$ cat src/rtl/alu_arbiter.sv
`default_nettype none
// ============================================================================
// Module   : alu_arbiter
// Function : Round-robin sharing of one 32-bit ALU between NREQ requesters,
//            with a single registered, id-tagged response slot.
//            Define ALU_ARB_FIXED_PRIO_EN for lowest-index-wins priority.
// Revision : 1.0  initial release
// ============================================================================
module alu_arbiter #(
    parameter int NREQ = 2,
    parameter int IDW  = 1
) (
    input  logic                 clk,
    input  logic                 rst_n,
    input  logic [NREQ-1:0]      req_valid,
    input  logic [NREQ*32-1:0]   req_op1,
    input  logic [NREQ*32-1:0]   req_op2,
    input  logic [NREQ*3-1:0]    req_aluop,
    output logic [NREQ-1:0]      req_ready,
    output logic [31:0]          alu_op1,
    output logic [31:0]          alu_op2,
    output logic [2:0]           alu_aluop,
    input  logic [31:0]          alu_out,
    input  logic                 alu_zero,
    output logic                 rsp_valid,
    output logic [IDW-1:0]       rsp_id,
    output logic [31:0]          rsp_data,
    output logic                 rsp_zero,
    input  logic                 rsp_ready
);

    logic           can_issue;
    logic           grant_any;
    logic [IDW-1:0] grant_id;
    logic [IDW-1:0] grant_sel;
    int             grant_idx;

    logic           rsp_valid_q, rsp_valid_d;
    logic [IDW-1:0] rsp_id_q,    rsp_id_d;
    logic [31:0]    rsp_data_q,  rsp_data_d;
    logic           rsp_zero_q,  rsp_zero_d;
`ifndef ALU_ARB_FIXED_PRIO_EN
    logic [IDW-1:0] last_grant_q, last_grant_d;
`endif

    // A full slot may only be refilled in the cycle it is being drained.
    assign can_issue = !rsp_valid_q || rsp_ready;

    always_comb begin
        grant_any = 1'b0;
        grant_id  = '0;
        grant_idx = 0;
        grant_sel = '0;
        for (int k = 0; k < NREQ; k++) begin
`ifdef ALU_ARB_FIXED_PRIO_EN
            grant_idx = k;
`else
            grant_idx = (int'(last_grant_q) + 1 + k) % NREQ;
`endif
            grant_sel = IDW'(grant_idx);
            if (!grant_any && req_valid[grant_sel]) begin
                grant_any = 1'b1;
                grant_id  = grant_sel;
            end
        end
        if (!rst_n || !can_issue) begin
            grant_any = 1'b0;
            grant_id  = '0;
        end
    end

    always_comb begin
        req_ready = '0;
        alu_op1   = '0;
        alu_op2   = '0;
        alu_aluop = '0;
        for (int i = 0; i < NREQ; i++) begin
            if (grant_any && grant_id == IDW'(i)) begin
                req_ready[i] = 1'b1;
                alu_op1      = req_op1[32*i +: 32];
                alu_op2      = req_op2[32*i +: 32];
                alu_aluop    = req_aluop[3*i +: 3];
            end
        end
    end

    always_comb begin
        rsp_valid_d = rsp_valid_q;
        rsp_id_d    = rsp_id_q;
        rsp_data_d  = rsp_data_q;
        rsp_zero_d  = rsp_zero_q;
`ifndef ALU_ARB_FIXED_PRIO_EN
        last_grant_d = last_grant_q;
`endif
        if (grant_any) begin
            rsp_valid_d = 1'b1;
            rsp_id_d    = grant_id;
            rsp_data_d  = alu_out;
            rsp_zero_d  = alu_zero;
`ifndef ALU_ARB_FIXED_PRIO_EN
            last_grant_d = grant_id;
`endif
        end else if (rsp_ready) begin
            rsp_valid_d = 1'b0;
        end
    end

    always_ff @(posedge clk or negedge rst_n) begin
        if (!rst_n) begin
            rsp_valid_q  <= 1'b0;
            rsp_id_q     <= '0;
            rsp_data_q   <= '0;
            rsp_zero_q   <= 1'b0;
`ifndef ALU_ARB_FIXED_PRIO_EN
            last_grant_q <= IDW'(NREQ - 1);
`endif
        end else begin
            rsp_valid_q  <= rsp_valid_d;
            rsp_id_q     <= rsp_id_d;
            rsp_data_q   <= rsp_data_d;
            rsp_zero_q   <= rsp_zero_d;
`ifndef ALU_ARB_FIXED_PRIO_EN
            last_grant_q <= last_grant_d;
`endif
        end
    end

    assign rsp_valid = rsp_valid_q;
    assign rsp_id    = rsp_id_q;
    assign rsp_data  = rsp_data_q;
    assign rsp_zero  = rsp_zero_q;

endmodule
`default_nettype wire
$ cat config.mk
export PLATFORM = sky130hd
export DESIGN_NAME = alu_arbiter
export DESIGN_NICKNAME = d
export VERILOG_FILES = /design/src/rtl/alu_arbiter.sv
export SDC_FILE = /design/constraint.sdc
export NUM_CORES = 1
export LEC_CHECK = 0
export CAP_MARGIN = 10
export CELL_PAD_IN_SITES_DETAIL_PLACEMENT = 2
export CELL_PAD_IN_SITES_GLOBAL_PLACEMENT = 2
export CORE_MARGIN = 2
export CORE_UTILIZATION = 12
export CTS_BUF_LIST = sky130_fd_sc_hd__clkbuf_2
export DETAILED_ROUTE_END_ITERATION = 10
export PLACE_DENSITY_LB_ADDON = 0.1
export SLEW_MARGIN = 20
export SYNTH_ARGS = -nofsm -noshare
export SYNTH_HDL_FRONTEND = slang
export SYNTH_SLANG_ARGS = --single-unit
$ cat constraint.sdc
create_clock -name clk -period 1.9 [get_ports clk]
set_input_delay 0.38 -clock clk [delete_from_list [all_inputs] [get_ports clk]]
set_output_delay 0.38 -clock clk [all_outputs]
set_load 0.005 [all_outputs]
==> reports/metrics.yaml, run 1 <==
critPathKind: "input port to primary output"
fp-row-count: 47
rsz0062_at_grt: "true"
htree_levels: 2
cts_hold_buf: 0
ir_drop_uv: 439.5
slew_viol_final: 0
syn_inst: 163
coreArea_sq_um: 16640
wl_per_cell_um: 21.30
path_clk_slew_ps: 200
numCtsBuffers: 5
cp.required_ps: 1520
fin_ws_ps: -479.1
finalSetupViolCount: 69
grt_pass1_wl_um: 21710
hp-class: "input port to asynchronous set/reset pin"
power_leakage_nw: 2.419
grt_use_total: 0.1598
syn_nets: 335
clock_sinks: 36
fp.dieW_um: 134.6
start_util: 0.1230
cts_tree: "built"
violations: "negative setup slack"
status: "finished with violations"
drc: 0
grt_pass1_vias: 3163
die_h_um: 134.6
max_freq_ghz: 0.4203
die-area_sq_um: 18120
crit_arrival_ps: 2000
r2r_cells: 8
layout_commonest_cell: "clkdlybuf4s50_1"
drv_cap: 0
gr-total-overflow: 0
skew_ps: 13.05
hold_viol: 0
power_density_nw_per_um2: 512.9
yosysWarnings: 0
clk_latency_ps: 390
routed_wl_um: 15020
drive_gt1_frac: 0.3561
dp_slack_ps: -819.8
power_mw: 2.810
cp_max_fo: 9
vias_per_cell: 4.091
hpwl_um: 12060
ios: 276
ff2ff_setup_slack_ps: 100
period_minus_slack_ps: 2379
drt-pass1-iter-count: 4
vias: 2884
antenna_left: 0
place.gp.congestion: 0.7966
fin_nets: 654
synth-seq-cells: 36
yosysUniqueCellTypes: 13
slew_headroom: 0.6821
final_cell_mix: "clkdlybuf4s50_1, a22o_1, buf_2"
antenna_found_initial: 2
cts_root_buf: "clkbuf_2"
grt_max_degree: 37
cp-end-kind: "primary output"
synthesis.area_sq_um: 2047
start_kind: "input port"
area_growth_pct: 167.7
portBuffers: 275
drt_iter0_markers: 39
worstMarginPinSlew_ps: 476.8
seq_area_frac_synth: 0.4407
cts_buffer_depth: 2
synth.avg_cell_area_sq_um: 12.56
fin_crit_sh: 1.252
## worst max-delay path, stage by stage
cell and delay (ps):
clkdlybuf4s50_1 400, nand2b_1 180, buf_4 140, and4_4 190, buf_12 150, buf_12 130, buf_6 110, a22o_1 190
buf_6 130
## power breakdown
group          internal [mW]  switching [mW]  total (mW)
clock                  0.101           0.268       0.368
sequential             0.906          0.0706       0.977
combinational           1.01           0.457        1.47
## layer usage
| layer | wire [um] | up-vias | track usage | part of all wire |
|---|---|---|---|---|
| met5 | 0 | - | 0 | 0 |
| met4 | 78 | 0 | 0.02807 | 0.0052 |
| met3 | 1293 | 5 | 0.05105 | 0.086 |
| met2 | 7893 | 149 | 0.2985 | 0.53 |
| met1 | 5752 | 1437 | 0.1789 | 0.38 |
| li1 | - | 1293 | - | - |
## cells by family (layout without fill, tap and decap cells)
family / Yosys count / in the layout / share of synthesized area
mux: 33 / 33 / 0.1815
flops: 36 / 36 / 0.4407
buf+inv: 19 / 339 / 0.06112
simple gates: 4 / 4 / 0.01101
compound gates: 71 / 71 / 0.3056
other cells: 0 / 2 / 0
## path summary, 6_finish.rpt
path,startpoint,to
worst max-delay path,rsp_ready,alu_op2[28]
worst min register to register,rsp_id,rsp_id
max in group asynchronous,rst_n,last_grant_q
worst min-delay path,rst_n,rsp_id
min in group clk,rsp_id,rsp_id
worst max register to register,rsp_valid,rsp_data[25]
## what timing repair did
item                       CTS  global route
setup buffers               25             6
setup endpoints to repair   69            69
gates resized for setup    295            21
hold endpoints to repair     0             0
pin swaps                   29            12
cloned                       4             1
## final cells by class
cell class	count	area [sq um]
clock inverters	1	5.005
fillers	1804	11160
repair buffers	330	3221
diodes	2	5.005
flip-flops and latches	36	902.1
inverters	1	3.754
clock buffers	7	35.03
well taps	220	275.3
multi-input cells	108	1032
## synthesized netlist by cell type
cell	instances	area share
dfrtp_1	35	0.43
o2111a_1	1	0.0055
buf_2	13	0.032
o211ai_2	1	0.0061
dfstp_2	1	0.013
and4_1	1	0.0043
buf_6	5	0.028
nand2_1	2	0.0037
a21o_1	2	0.0073
inv_2	1	0.0018
mux2_2	33	0.18
a22o_1	67	0.29
nand2b_1	1	0.0031
## flip-flops by register name, indices dropped and copies added, names as in the netlist
name / flops
last_grant_q: 1
rsp_data: 32
rsp_id: 1
rsp_valid: 1
rsp_zero: 1
## per-stage QoR
| step | hold slack, ps | setup TNS [ps] | utilization | cells | area, sq um |
|---|---|---|---|---|---|
| global route | 87.32 | -32210 | 0.3291 | 704 | 5477 |
| finish | 69.62 | -26600 | 0.3292 | 705 | 5479 |
| CTS | 48.09 | -29910 | 0.3284 | 700 | 5465 |
| global placement | 465.5 | -48260 | 0.3171 | 664 | 5278 |
| floorplan | 84.41 | 0 | - | 163 | 2047 |
| detailed placement | 492.6 | -51680 | 0.3171 | 664 | 5278 |
No activity file was read; power rests on OpenSTA's default activity.
==> inputs of run 2 (changes only) <==
--- a/config.mk
+++ b/config.mk
@@ -5,11 +5,12 @@
 export SDC_FILE = /design/constraint.sdc
 export NUM_CORES = 1
 export LEC_CHECK = 0
+export ABC_AREA = 1
 export CAP_MARGIN = 10
 export CELL_PAD_IN_SITES_DETAIL_PLACEMENT = 2
 export CELL_PAD_IN_SITES_GLOBAL_PLACEMENT = 2
 export CORE_MARGIN = 2
-export CORE_UTILIZATION = 12
+export CORE_UTILIZATION = 14
 export CTS_BUF_LIST = sky130_fd_sc_hd__clkbuf_2
 export DETAILED_ROUTE_END_ITERATION = 10
 export PLACE_DENSITY_LB_ADDON = 0.1
==> constraint.sdc (replaced) <==
create_clock -name clk -period 2.3 [get_ports clk]
set_input_delay 0.46 -clock clk [delete_from_list [all_inputs] [get_ports clk]]
set_output_delay 0.46 -clock clk [all_outputs]
set_load 0.005 [all_outputs]
==> run 2 against run 1 <==
  * The flow still finishes with violations (negative setup slack)
  * Via count rose by 45%
  * Global-route usage rose by 0.58 points
  * Sequential share of layout area fell by 3.0 points
  * Critical endpoint is now alu_op1[8]
==> reports/metrics.yaml, run 2 <==
die_h_um: 148.0  # +9.9%
antenna_found_initial: 0  # -2
power_frac_comb: 0.576  # +0.055
finalSetupViolCount: 18  # -74%
crit_arrival_ps: 1930  # -70 ps
violations: "negative setup slack"
antennaDiodeCount: 0  # -2
gr-total-overflow: 0  # unchanged
vias_per_cell: 4.245  # +3.8%
synth.most_common_cell: "nand2_1"
place.gp.congestion: 0.7413  # -6.9%
synth.avg_cell_area_sq_um: 7.402  # -41%
numPlacedInstances: 931  # +40%
area_growth_pct: 131.9
drt-pass1-iter-count: 4  # unchanged
clock_sinks: 36  # unchanged
dp_slack_ps: -588.8  # +231.0 ps
vias: 4173  # +45%
clkPwrFrac: 0.119  # -0.012
final_cell_mix: "clkdlybuf4s50_1, nand2_1, nand4_1"
synthFlopType: "dfrtp_1"
numCtsBuffers: 5  # unchanged
grt_use_met3: 0.04630  # -0.004755
drc: 0  # unchanged
synthTopCellsByCount: "nand2_1, nand4_1, dfrtp_1"
start_util: 0.1429  # +0.01994
ir_drop_uv: 175.7  # -60%
fin_crit_sh: 1.038
cp_max_fo: 6  # -3
power_mw: 2.611  # -7.1%
critPathKind: "flop to primary output"
fp-row-count: 52  # +11%
antenna_left: 0  # unchanged
r2r_cells: 8  # unchanged
p_int_mw: 1.715  # -15%
r2r-start: "rsp_valid"
hp-class: "input port to asynchronous set/reset pin"
clk_latency_ps: 370  # -20 ps
syn_inst: 392  # +140%
rsz0062_at_grt: "true"
globalRouteMet2Util: 0.3028  # +0.004308
cp-end-kind: "primary output"
worst_r2r_endpoint: "rsp_id"
fin_util: 0.3315  # +0.002261
synth-seq-cells: 36  # unchanged
wl_per_cell_um: 18.75  # -12%
syn_nets: 564  # +68%
fp.dieW_um: 148.0  # +9.9%
synthTopCellsByArea: "dfrtp_1, nand2_1, nand4_1"
cts_root_buf: "clkbuf_2"
cp.required_ps: 1840  # +320 ps
period_minus_slack_ps: 2387
max_freq_ghz: 0.4190
power_leakage_nw: 3.251  # +34%
worstMarginPinSlew_ps: 443.5  # -33.28 ps
p_sw_uw: 896.3  # +13%
coreArea_sq_um: 20300  # +22%
grt_pass1_vias: 4731  # +50%
hpwl_um: 13530  # +12%
ff2ff_setup_slack_ps: 680  # +580 ps
skew_ps: 18.32  # +5.275 ps
slew_viol_final: 0  # unchanged
slew_headroom: 0.7043  # +0.02219
async_reset_ff_frac: 1.000  # unchanged
seq_area_frac_synth: 0.3109  # -0.1298
largest_reg_flops: 32  # unchanged
power_frac_seq: 0.305  # -0.043
routed_wl_um: 18430  # +23%
drive_gt1_frac: 0.3759  # +0.01977
synth_top_area_share: 0.3019  # -0.1260
drt_iter0_markers: 85  # +120%
start_kind: "flop"
grt_use_met1: 0.1947  # +0.01578
fin_nets: 884  # +35%
yosysWarnings: 0  # unchanged
worst_hold_slack_ps: 171.7  # +102.1 ps
grt_max_degree: 37  # unchanged
portBuffers: 275  # unchanged
drv_cap: 0  # unchanged
fin_ws_ps: -86.65  # +392.4 ps
cts_tree: "built"
yosysUniqueCellTypes: 19  # +6
hold_viol: 0  # unchanged
grt_pass1_wl_um: 28400  # +31%
synth-edff-count: 0  # unchanged
htree_levels: 2  # unchanged
yosysTopAreaCell: "dfrtp_1"
layout.cells.non_filler: 983  # +39%
path_clk_slew_ps: 220  # +20 ps
grt_busiest_layer: "met2"
cts_buffer_depth: 2  # unchanged
fillers: 2304  # +28%
grt_use_total: 0.1656  # +0.005826
status: "finished with violations"
layout_commonest_cell: "clkdlybuf4s50_1"
die-area_sq_um: 21890  # +21%
synthesis.area_sq_um: 2902  # +42%
ios: 276  # unchanged
power_density_nw_per_um2: 388.1  # -24%
p_sw_frac: 0.3432  # +0.06032
-- run 2: cell count changes in the layout (fill, tap and decap cells not counted), sizes merged, moves of 2 or more --
cell and delta:
a22o -67, nand3 +33, nand4 +67, nand2 +208, a21o -2, inv +2, diode -2, dlygate4sd2 +2
buf +22, nor2 +2, clkbuf -3, mux2 -33
-- run 2: logic make-up (layout without fill, tap and decap cells) --
logic type,count (synthesis),count (layout),synth area share
and+or+nand+nor,313,313,0.5416
buffers and inverters,42,363,0.1419
DFF,36,36,0.3109
AOI/OAI and AO/OA,1,1,0.005607
-- run 2: worst max-delay path by stage --
stage	start	to	slack, ps
after global routing	last_grant_q	alu_op1[8]	-190
after CTS	last_grant_q	alu_op1[22]	-140
after detailed placement	req_valid[0]	alu_aluop[2]	-590
after global placement	req_valid[0]	alu_aluop[2]	-580
after floorplan	req_valid[1]	alu_op1[24]	710
final	last_grant_q	alu_op1[8]	-90
-- run 2: critical path: stages, from the launching register on --
cell and delay [ps]:
dfstp_2 580, nand2_2 70, nand2_4 120, nor2_4 60, buf_12 140, buf_12 130, buf_8 130, buf_6 110
nand2_2 40, nand2_1 50, buf_2 130
-- run 2: metal layers --
metal  wire length [um]  vias to the layer above
li1                   -                     1960
met1               7327                     2016
met2               9425                      178
met3               1393                       19
met4                286                        0
met5                  0                        -
-- run 2: layout make-up --
| type | count | area (sq um) | area share |
|---|---|---|---|
| clock buffer | 7 | 35.03 | 0.005206 |
| timing repair buffer | 352 | 3575 | 0.5312 |
| inverter | 3 | 11.26 | 0.001673 |
| sequential | 36 | 903.4 | 0.1343 |
| clock inverter | 1 | 8.758 | 0.001302 |
| tap | 270 | 337.8 | 0.05020 |
| multi-input combinational | 314 | 1858 | 0.2761 |
-- run 2: power by group through the flow --
stage	Clock [mW]	Sequential, mW	Combinational (mW)
floorplan	0	0.813	0.419
finish	0.311	0.796	1.50
CTS	0.338	0.798	1.54
global placement	0	0.806	1.31
global route	0.362	0.811	1.63
detailed placement	0	0.809	1.33
-- run 2: per-stage QoR --
step,cell area (sq um),TNS [ps]
after CTS,6719,-3343
after global placement,6022,-30610
after floorplan,2902,0
after detailed placement,6022,-32220
final,6729,-650.7
after global routing,6729,-5432
-- run 2: what timing repair did --
action | CTS | global route
pin swaps | 50 | 55
gates resized for setup | 391 | 50
setup buffers | 40 | 8
gates cloned | 10 | 0
hold endpoints to repair | 4 | 0
hold buffers | 1 | 0
endpoints found under the setup margin | 69 | 69
